$ cat src/rtl/lnet_cfg_pkg.sv
// Shared types and sizing helpers for the runtime-programmable LogicNets neuron.
package lnet_cfg_pkg;

    typedef enum logic [1:0] {
        ST_IDLE  = 2'd0,
        ST_LOAD  = 2'd1,
        ST_RUN   = 2'd2,
        ST_DRAIN = 2'd3
    } cfg_state_e;

    // Number of configuration words needed to cover the whole truth table.
    function automatic int cfg_words(input int in_bits, input int out_bits, input int cfg_w);
        return ((1 << in_bits) * out_bits) / cfg_w;
    endfunction

    // Table entries carried by one configuration word.
    function automatic int ent_per_word(input int out_bits, input int cfg_w);
        return cfg_w / out_bits;
    endfunction

    // Word counter width; one spare code so an optional trailing word fits.
    function automatic int cnt_width(input int words);
        return $clog2(words + 1);
    endfunction

endpackage

$ cat src/rtl/lnet_lut_ram.sv
// Truth-table storage: one CFG_W-wide row per configuration word, so a single
// write updates ENT_PER_WORD entries. Asynchronous read selects one entry;
// the parent registers it. Contents are deliberately not reset.
// Assumes at least two configuration words and two entries per word.
module lnet_lut_ram
    import lnet_cfg_pkg::*;
#(
    parameter int IN_BITS  = 6,
    parameter int OUT_BITS = 2,
    parameter int CFG_W    = 32,
    localparam int WORDS   = cfg_words(IN_BITS, OUT_BITS, CFG_W),
    localparam int EPW     = ent_per_word(OUT_BITS, CFG_W),
    localparam int EPW_LG  = $clog2(EPW),
    localparam int WA_W    = $clog2(WORDS)
) (
    input  logic                clk,
    input  logic                we_i,
    input  logic [WA_W-1:0]     waddr_i,
    input  logic [CFG_W-1:0]    wdata_i,
    input  logic [IN_BITS-1:0]  raddr_i,
    output logic [OUT_BITS-1:0] rdata_o
);

    logic [CFG_W-1:0]  mem_q [WORDS];
    logic [CFG_W-1:0]  rword;
    logic [EPW_LG-1:0] rsel;

    // Whole-row write: entry j of the word lands at bits [OUT_BITS*j +: OUT_BITS].
    always_ff @(posedge clk) begin
        if (we_i) begin
            mem_q[waddr_i] <= wdata_i;
        end
    end

    // Upper address bits pick the row, lower bits pick the entry within it.
    assign rword   = mem_q[raddr_i[IN_BITS-1 -: WA_W]];
    assign rsel    = raddr_i[EPW_LG-1:0];
    assign rdata_o = rword[int'(rsel) * OUT_BITS +: OUT_BITS];

endmodule

$ cat src/rtl/lnet_lut_cfg_ctrl.sv
// Runtime-programmable LogicNets neuron: loads its truth table from a
// configuration stream, then serves 1-cycle lookups with a valid/ready output
// register. Reconfiguration from RUN first drains any pending result.
// Optional build macro LNET_CFG_CHECKSUM_EN: the load carries one extra word
// that must equal the XOR of the table words; a mismatch sets sticky cfg_err.
module lnet_lut_cfg_ctrl
    import lnet_cfg_pkg::*;
#(
    parameter int IN_BITS  = 6,
    parameter int OUT_BITS = 2,
    parameter int CFG_W    = 32
) (
    input  logic                clk,
    input  logic                rst,
    input  logic                cfg_start,
    input  logic                cfg_valid,
    output logic                cfg_ready,
    input  logic [CFG_W-1:0]    cfg_data,
    output logic                cfg_done,
    output logic                cfg_err,
    output logic                lut_ready,
    input  logic                in_valid,
    output logic                in_ready,
    input  logic [IN_BITS-1:0]  in_data,
    output logic                out_valid,
    input  logic                out_ready,
    output logic [OUT_BITS-1:0] out_data
);

    localparam int CFG_WORDS = cfg_words(IN_BITS, OUT_BITS, CFG_W);
    localparam int WA_W      = $clog2(CFG_WORDS);
    localparam int CNT_W     = cnt_width(CFG_WORDS);
    localparam logic [CNT_W-1:0] TBL_WORDS = CNT_W'(CFG_WORDS);
`ifdef LNET_CFG_CHECKSUM_EN
    localparam logic [CNT_W-1:0] LAST_IDX  = CNT_W'(CFG_WORDS);
`else
    localparam logic [CNT_W-1:0] LAST_IDX  = CNT_W'(CFG_WORDS - 1);
`endif

    cfg_state_e          state_q, state_d;
    logic [CNT_W-1:0]    cnt_q, cnt_d;
    logic                ov_q, ov_d;
    logic [OUT_BITS-1:0] od_q, od_d;
    logic                done_q, done_d;
`ifdef LNET_CFG_CHECKSUM_EN
    logic                err_q, err_d;
    logic [CFG_W-1:0]    csum_q, csum_d;
`endif

    logic                cfg_hs;
    logic                in_hs;
    logic                ram_we;
    logic [OUT_BITS-1:0] rd_data;

    // A word arriving together with cfg_start is dropped: the restart wins.
    assign cfg_ready = (state_q == ST_LOAD);
    assign lut_ready = (state_q == ST_RUN);
    assign in_ready  = lut_ready & (~ov_q | out_ready);
    assign cfg_hs    = cfg_valid & cfg_ready & ~cfg_start;
    assign in_hs     = in_valid & in_ready;
    assign ram_we    = cfg_hs & (cnt_q < TBL_WORDS);

    assign cfg_done  = done_q;
    assign out_valid = ov_q;
    assign out_data  = od_q;
`ifdef LNET_CFG_CHECKSUM_EN
    assign cfg_err   = err_q;
`else
    assign cfg_err   = 1'b0;
`endif

    lnet_lut_ram #(
        .IN_BITS  (IN_BITS),
        .OUT_BITS (OUT_BITS),
        .CFG_W    (CFG_W)
    ) u_ram (
        .clk     (clk),
        .we_i    (ram_we),
        .waddr_i (cnt_q[WA_W-1:0]),
        .wdata_i (cfg_data),
        .raddr_i (in_data),
        .rdata_o (rd_data)
    );

    // Next-state: load sequencing, drain-before-reload, output register hold.
    always_comb begin
        state_d = state_q;
        cnt_d   = cnt_q;
        ov_d    = ov_q;
        od_d    = od_q;
        done_d  = 1'b0;
`ifdef LNET_CFG_CHECKSUM_EN
        err_d   = err_q;
        csum_d  = csum_q;
`endif

        // Output register: capture on accept, clear on consume, else hold.
        if (in_hs) begin
            ov_d = 1'b1;
            od_d = rd_data;
        end else if (out_ready) begin
            ov_d = 1'b0;
        end

        case (state_q)
            ST_IDLE: begin
                if (cfg_start) begin
                    state_d = ST_LOAD;
                    cnt_d   = '0;
`ifdef LNET_CFG_CHECKSUM_EN
                    err_d   = 1'b0;
                    csum_d  = '0;
`endif
                end
            end
            ST_LOAD: begin
                if (cfg_start) begin
                    cnt_d = '0;
`ifdef LNET_CFG_CHECKSUM_EN
                    err_d  = 1'b0;
                    csum_d = '0;
`endif
                end else if (cfg_hs) begin
                    cnt_d = cnt_q + CNT_W'(1);
`ifdef LNET_CFG_CHECKSUM_EN
                    csum_d = csum_q ^ cfg_data;
                    if (cnt_q == LAST_IDX) begin
                        if (cfg_data == csum_q) begin
                            state_d = ST_RUN;
                            done_d  = 1'b1;
                        end else begin
                            state_d = ST_IDLE;
                            err_d   = 1'b1;
                        end
                    end
`else
                    if (cnt_q == LAST_IDX) begin
                        state_d = ST_RUN;
                        done_d  = 1'b1;
                    end
`endif
                end
            end
            ST_RUN: begin
                if (cfg_start) begin
                    state_d = ST_DRAIN;
`ifdef LNET_CFG_CHECKSUM_EN
                    err_d   = 1'b0;
`endif
                end
            end
            ST_DRAIN: begin
                if (!ov_q || out_ready) begin
                    state_d = ST_LOAD;
                    cnt_d   = '0;
`ifdef LNET_CFG_CHECKSUM_EN
                    csum_d  = '0;
`endif
                end
            end
            default: state_d = ST_IDLE;
        endcase
    end

    // State and output registers with synchronous reset.
    always_ff @(posedge clk) begin
        if (rst) begin
            state_q <= ST_IDLE;
            cnt_q   <= '0;
            ov_q    <= 1'b0;
            od_q    <= '0;
            done_q  <= 1'b0;
`ifdef LNET_CFG_CHECKSUM_EN
            err_q   <= 1'b0;
            csum_q  <= '0;
`endif
        end else begin
            state_q <= state_d;
            cnt_q   <= cnt_d;
            ov_q    <= ov_d;
            od_q    <= od_d;
            done_q  <= done_d;
`ifdef LNET_CFG_CHECKSUM_EN
            err_q   <= err_d;
            csum_q  <= csum_d;
`endif
        end
    end

endmodule

$ cat config.mk
export PLATFORM = sky130hd
export DESIGN_NAME = lnet_lut_cfg_ctrl
export DESIGN_NICKNAME = d
export VERILOG_FILES = /design/src/rtl/lnet_cfg_pkg.sv /design/src/rtl/lnet_lut_ram.sv /design/src/rtl/lnet_lut_cfg_ctrl.sv
export SDC_FILE = /design/constraint.sdc
export NUM_CORES = 1
export LEC_CHECK = 0
export ABC_AREA = 1
export CORE_MARGIN = 1
export CORE_UTILIZATION = 39
export CTS_CLUSTER_SIZE = 12
export DETAILED_ROUTE_END_ITERATION = 10
export HOLD_SLACK_MARGIN = 0.02
export PLACE_DENSITY = 0.62
export SLEW_MARGIN = 20
export SYNTH_ARGS = -nofsm -noshare
export SYNTH_HDL_FRONTEND = slang
export SYNTH_SLANG_ARGS = --single-unit
$ cat constraint.sdc
create_clock -name clk -period 3.9 [get_ports clk]
set_input_delay 0.975 -clock clk [delete_from_list [all_inputs] [get_ports clk]]
set_output_delay 0.975 -clock clk [all_outputs]
set_load 0.02 [all_outputs]
-- Word-level counts from Yosys, hierarchy flattened
Memories as Yosys holds them, arrays and structs flattened.
Cells that the tools add are included.
- add/subtract/negate cells: 1
- eq/ne operators: 11
- reduce and logical (&&, ||, !) cells: 8
- shifts and indexed selects: 1
- bitwise operators: 10
- order comparisons: 1
- muxes and demuxes: 17
- operators by type and width (operator ; number):
    variable part select 32 x 6 -> 2 bit ; 1
    2-to-1 mux 2 bit ; 6
    2-to-1 mux 3 bit ; 4
    case mux 3 bit (3 select lines) ; 1
    != test 2 bit, second input constant ; 4
    case mux 2 bit (4 select lines) ; 1
    AND reduction 6 bit ; 1
    AND 1 bit ; 5
    2-to-1 mux 1 bit ; 5
    equality test 2 bit, second input constant ; 2
    != test 2 x 1 -> 1 bit, second input constant ; 2
    inverter 1 bit ; 4
    AND reduction 4 bit ; 1
    OR reduction 4 bit ; 1
    adder 3 x 1 -> 3 bit, second input constant ; 1
    equality test 3 x 2 -> 1 bit, second input constant ; 1
    less-than comparator 3 bit, second input constant ; 1
    != test 3 x 2 -> 1 bit, second input constant ; 1
    nonzero test 3 bit ; 1
    equality test 2 x 1 -> 1 bit, second input constant ; 1
    zero test 2 bit ; 1
    nonzero test 2 bit ; 1
    zero test 1 bit ; 1
    logical OR 1 bit ; 1
    OR 1 bit ; 1
- bits of input ports: 44
- word-level logic and storage cells: 55
- memories kept: 1
- bits in registers: 9
- output and inout port bits: 8
- bits in writable memories: 128
- memories (memory ; words ; width ; read ports ; clocked after memory_dff ; wr ports ; line ; source):
    u_ram.mem_q ; 4 ; 32 ; 1 ; 0 ; 1 ; lnet_lut_ram.sv:24 ; logic [CFG_W-1:0] mem_q [WORDS];

-- Depth between registers and ports, before layout
- depth after elaboration: 6
- mapped depth: 12
- depth with buffers taken out: 11

-- Cells and area by module
A second synthesis with hierarchy kept.
- cell total of the unflattened synthesis: 515
- area, all modules: 5758.0 um2
- modules (own cells, without submodules) (module ; seq. area each (um2) ; instances ; area an instance (um2) ; cells an instance):
    lnet_lut_ram ; 3843.7 ; 1 ; 5215.0 ; 435
    lnet_lut_cfg_ctrl ; 180.2 ; 1 ; 543.0 ; 80

-- Worst setup path after synthesis
Ideal clock, no wire load.
- path kind: in2reg
- start point: input cfg_start
- end point: memory u_ram.mem_q[0][0] (enable)
- slack: 0.790 ns
- library setup time: 0.421 ns
- data required time: 3.479 ns
- arrival time: 2.689 ns
- buffers on the path: 0
- stages on the path: 3
- path through: nor2_1 nand3_1 nor2_1
- longest elaborated chain between the ends: 5
- ends and longest elaborated chain (element ; line ; source):
    from (decl) ; lnet_lut_cfg_ctrl.sv:15 ; input logic cfg_start,
    inverter 1 bit ; lnet_lut_cfg_ctrl.sv:59 ; assign cfg_hs = cfg_valid & cfg_ready & ~cfg_start;
    AND 1 bit ; lnet_lut_cfg_ctrl.sv:59 ;
    AND 1 bit ; lnet_lut_cfg_ctrl.sv:61 ; assign ram_we = cfg_hs & (cnt_q < TBL_WORDS);
    2-to-1 mux 1 bit ; lnet_lut_ram.sv:30 ; if (we_i) begin
    2-to-1 mux 1 bit (implied by the code) ; lnet_lut_ram.sv:31 ; mem_q[waddr_i] <= wdata_i;
    to (decl) ; lnet_lut_ram.sv:24 ;
No other way between the ends.

-- Final worst setup path
- start point: input out_ready
- end point: output in_ready
- longest elaborated chain between the ends: 2
- ends and longest elaborated chain (element ; line ; source):
    from (decl) ; lnet_lut_cfg_ctrl.sv:26 ; input logic out_ready,
    OR 1 bit ; lnet_lut_cfg_ctrl.sv:58 ; assign in_ready = lut_ready & (~ov_q | out_ready);
    AND 1 bit ; lnet_lut_cfg_ctrl.sv:58 ;
    to (decl) ; lnet_lut_cfg_ctrl.sv:23 ; output logic in_ready,
No other way between the ends.

==> flow_summary_export.csv <==
group,metric,value,unit
worst_setup_path,arrival,2.29,ns
final_layout,fill_cells,1268,
floorplan,die_h,123,um
sta,finalMaxSlewViolations,0,
global_route,grt_overflow_total,0,
clocking,path_clk_slew,0.05,ns
global_route,grt_usage,16.5,%
sta,clock.fmax,306,MHz
sta,rsz0062_at_grt,"no",
global_route,grt_pass1_vias,3625,
worst_setup_path,critPathLaunchType,"primary input",
global_route,antenna_found_initial,0,
place,io_buffers,50,
place,globalplace.congestion,0.704,
worst_setup_path,crit_chain,"clkdlybuf4s50_1 > inv_1 > nand2_1 > inv_1 > nor2_1 > clkdlybuf4s50_1",
worst_setup_path,startpoint,"out_ready",
synthesis,syn_area_per_cell,11.5,um2
clocking,htreeDepth,4,
flow_run,maxCapViolCount,0,
worst_setup_path,cpPeakStageDelay,0.62,ns
sta,post-route-period-util,83.8,%
clocking,clockBufferDepth,2,
routing,viasPerCell,5.11,
power_and_ir_drop,irDropWorstVdd,0.000304,V
final_layout,drive_above_1_share,6.91,%
final_layout,stdcell_area,0.00695,mm2
power_and_ir_drop,p_leak,2.58,nW
power_and_ir_drop,cellPowerDensity,537,mW/mm2
sta,tightest_slew,0.921,ns
floorplan,dieArea,0.0152,mm2
final_layout,areaGrowthSynthToFinish,21.3,%
synthesis,seq_area_frac_synth,70.2,%
clocking,hold_buffers,0,
worst_setup_path,rr_startpoint,"state_q[1]$_SDFFE_PP0P_",
sta,fin_tns_setup,0,ns
worst_setup_path,setup.worst_path.end_class,"output port",
floorplan,rows,43,
clocking,cts_tree,"yes",
routing,drc_errors,0,
routing,first_pass_iters,5,
global_route,grt_first_pass_wirelength,18200,um
floorplan,initial_core_util,40.6,%
clocking,cts_buffers,17,
worst_setup_path,path_class,"primary input to output port",
worst_setup_path,worst_ep_required_time,2.92,ns
clocking,postCtsSetupBuffers,0,
place,dp_hpwl,6900,um
worst_setup_path,r2r_cells,7,
synthesis,synth_seq_cells,137,
sta,hold_violations,0,
synthesis,ys_types,18,
clocking,cts-root-buf,"clkbuf_16",
place,dpl_cell_area,0.00635,mm2
sta,setup_viol,0,
global_route,grt_max_degree,65,
worst_setup_path,crit_fanout,3,
synthesis,yosysWarningCount,0,
floorplan,die_w,123,um
clocking,clk_latency,0.41,ns
synthesis,netlist_area,0.00573,mm2
clocking,cts.sinks,137,
routing,detail-route-antenna-nets,0,
final_layout,multiInputGateArea,0.00144,mm2
sta,period_minus_slack,3.27,ns
worst_setup_path,worstSetupEndpoint,"in_ready",
run_status,outcome,"finished, final reports clean",
worst_setup_path,r2r-end,"u_ram.mem_q[3][29]$_DFFE_PP_",
floorplan,pin_count,52,
routing,drt_wl_total,11800,um
floorplan,fp.coreArea,0.0141,mm2
hold_path,worstHoldPathType,"register to register",
sta,timing.final.ws_setup,0.632,ns
place,place_ws,0.620,ns
worst_setup_path,ff2ff_setup_slack,1.73,ns
final_layout,seq_area,0.00402,mm2
sta,fin_skew,0.00792,ns
routing,num_vias,3804,
routing,routedWlPerCell,15.9,um
sta,slew_headroom,38.6,%
routing,drtIter0Drc,306,
final_layout,finalNetCount,605,
clocking,cts_resized,0,
final_layout,diodes,0,
synthesis,syn_inst,498,
synthesis,synth_nets,552,
worst_setup_path,critPathSlowestCell,"clkdlybuf4s50_1",
-- sequential cells by signal (all words and copies together), names as in the netlist --
signal and count:
cfg_done 1, cnt_q 3, out_data 2, out_valid 1, state_q 2, u_ram.mem_q 128
-- Yosys cell counts --
master	number	area [um2]
nand2_1	151	567
edfxtp_1	128	3840
nand3_1	120	601
inv_1	27	101
buf_2	13	65.1
ha_1	10	125
dfxtp_1	9	180
nor2_1	9	33.8
buf_6	6	67.6
o21ai_0	6	30.0
a21oi_1	5	25.0
buf_4	5	37.5
a211oi_1	2	15.0
nor3_1	2	10.0
o21a_1	2	15.0
clkbuf_1	1	3.75
conb_1	1	3.75
inv_2	1	3.75
-- power by group --
part / internal, mW / switching, mW
logic: 0.158 / 0.255
registers: 1.68 / 0.0292
clock network: 1.06 / 0.552
total: 2.89 / 0.837
-- worst max-delay path: cells and delay by family --
family	cells	cell delay, ns
buffers and inverters	4	1.15
and+or+nand+nor	2	0.16
-- per-layer routing --
| metal | routed length (um) | global-route usage [%] |
|---|---|---|
| met3 | 573 | 3.64 |
| met2 | 5810 | 26.9 |
| met5 | 0 | 0 |
| met1 | 5230 | 20.7 |
| met4 | 244 | 8.58 |
-- cells in the final DEF, fill, tap and decap left out --
master	n
a211oi_1	2
a21oi_1	5
buf_2	1
buf_4	9
bufinv_16	4
clkbuf_1	4
clkbuf_16	17
clkdlybuf4s50_1	49
clkinv_1	4
clkinv_2	3
clkinvlp_4	1
conb_1	1
dfxtp_1	9
edfxtp_1	128
ha_1	10
inv_1	27
nand2_1	151
nand3_1	120
nor2_1	5
nor2_2	4
nor3_1	2
o21a_1	2
o21ai_0	6
-- cell families after synthesis --
kind of cell | count (synthesis) | synth area share, %
flops | 137 | 70.2
buf+inv | 53 | 4.87
compound gates | 15 | 1.49
simple gates | 282 | 21.1
other cells | 1 | 0.0655
fa+ha+maj | 10 | 2.18
-- per-stage QoR --
stage / hold WS, ns / power (mW) / cells / utilization, %
finish: 0.498 / 3.73 / 744 / 49.3
global route: 0.523 / 3.86 / 744 / 49.3
CTS: 0.499 / 3.75 / 744 / 49.3
detailed placement: 0.492 / 2.15 / 712 / 45.1
global placement: 0.480 / 2.14 / 712 / 45.1
floorplan: 0.455 / 1.99 / 498 / -
-- how the worst min path moves through the flow --
stage | startpoint | end | slack (ns) | cells after the start
6_report | cnt_q[2]$_SDFFE_PP0P_ | cnt_q[2]$_SDFFE_PP0P_ | 0.50 | 2
5_1_grt | cnt_q[2]$_SDFFE_PP0P_ | cnt_q[2]$_SDFFE_PP0P_ | 0.52 | 2
4_1_cts | cnt_q[2]$_SDFFE_PP0P_ | cnt_q[2]$_SDFFE_PP0P_ | 0.50 | 2
3_5_place_dp | cnt_q[2]$_SDFFE_PP0P_ | cnt_q[2]$_SDFFE_PP0P_ | 0.49 | 2
3_3_place_gp | cnt_q[2]$_SDFFE_PP0P_ | cnt_q[2]$_SDFFE_PP0P_ | 0.48 | 2
2_1_floorplan | cnt_q[2]$_SDFFE_PP0P_ | cnt_q[2]$_SDFFE_PP0P_ | 0.45 | 2
-- layout make-up --
| class | count | share of cell area [%] |
|---|---|---|
| Sequential cell | 137 | 57.9 |
| Multi-Input combinational cell | 308 | 20.7 |
| Timing Repair Buffer | 59 | 8.11 |
| Clock buffer | 21 | 6.34 |
| Tap cell | 180 | 3.24 |
| Clock inverter | 11 | 2.20 |
| Inverter | 28 | 1.53 |
(Power assumes the default switching activity.)
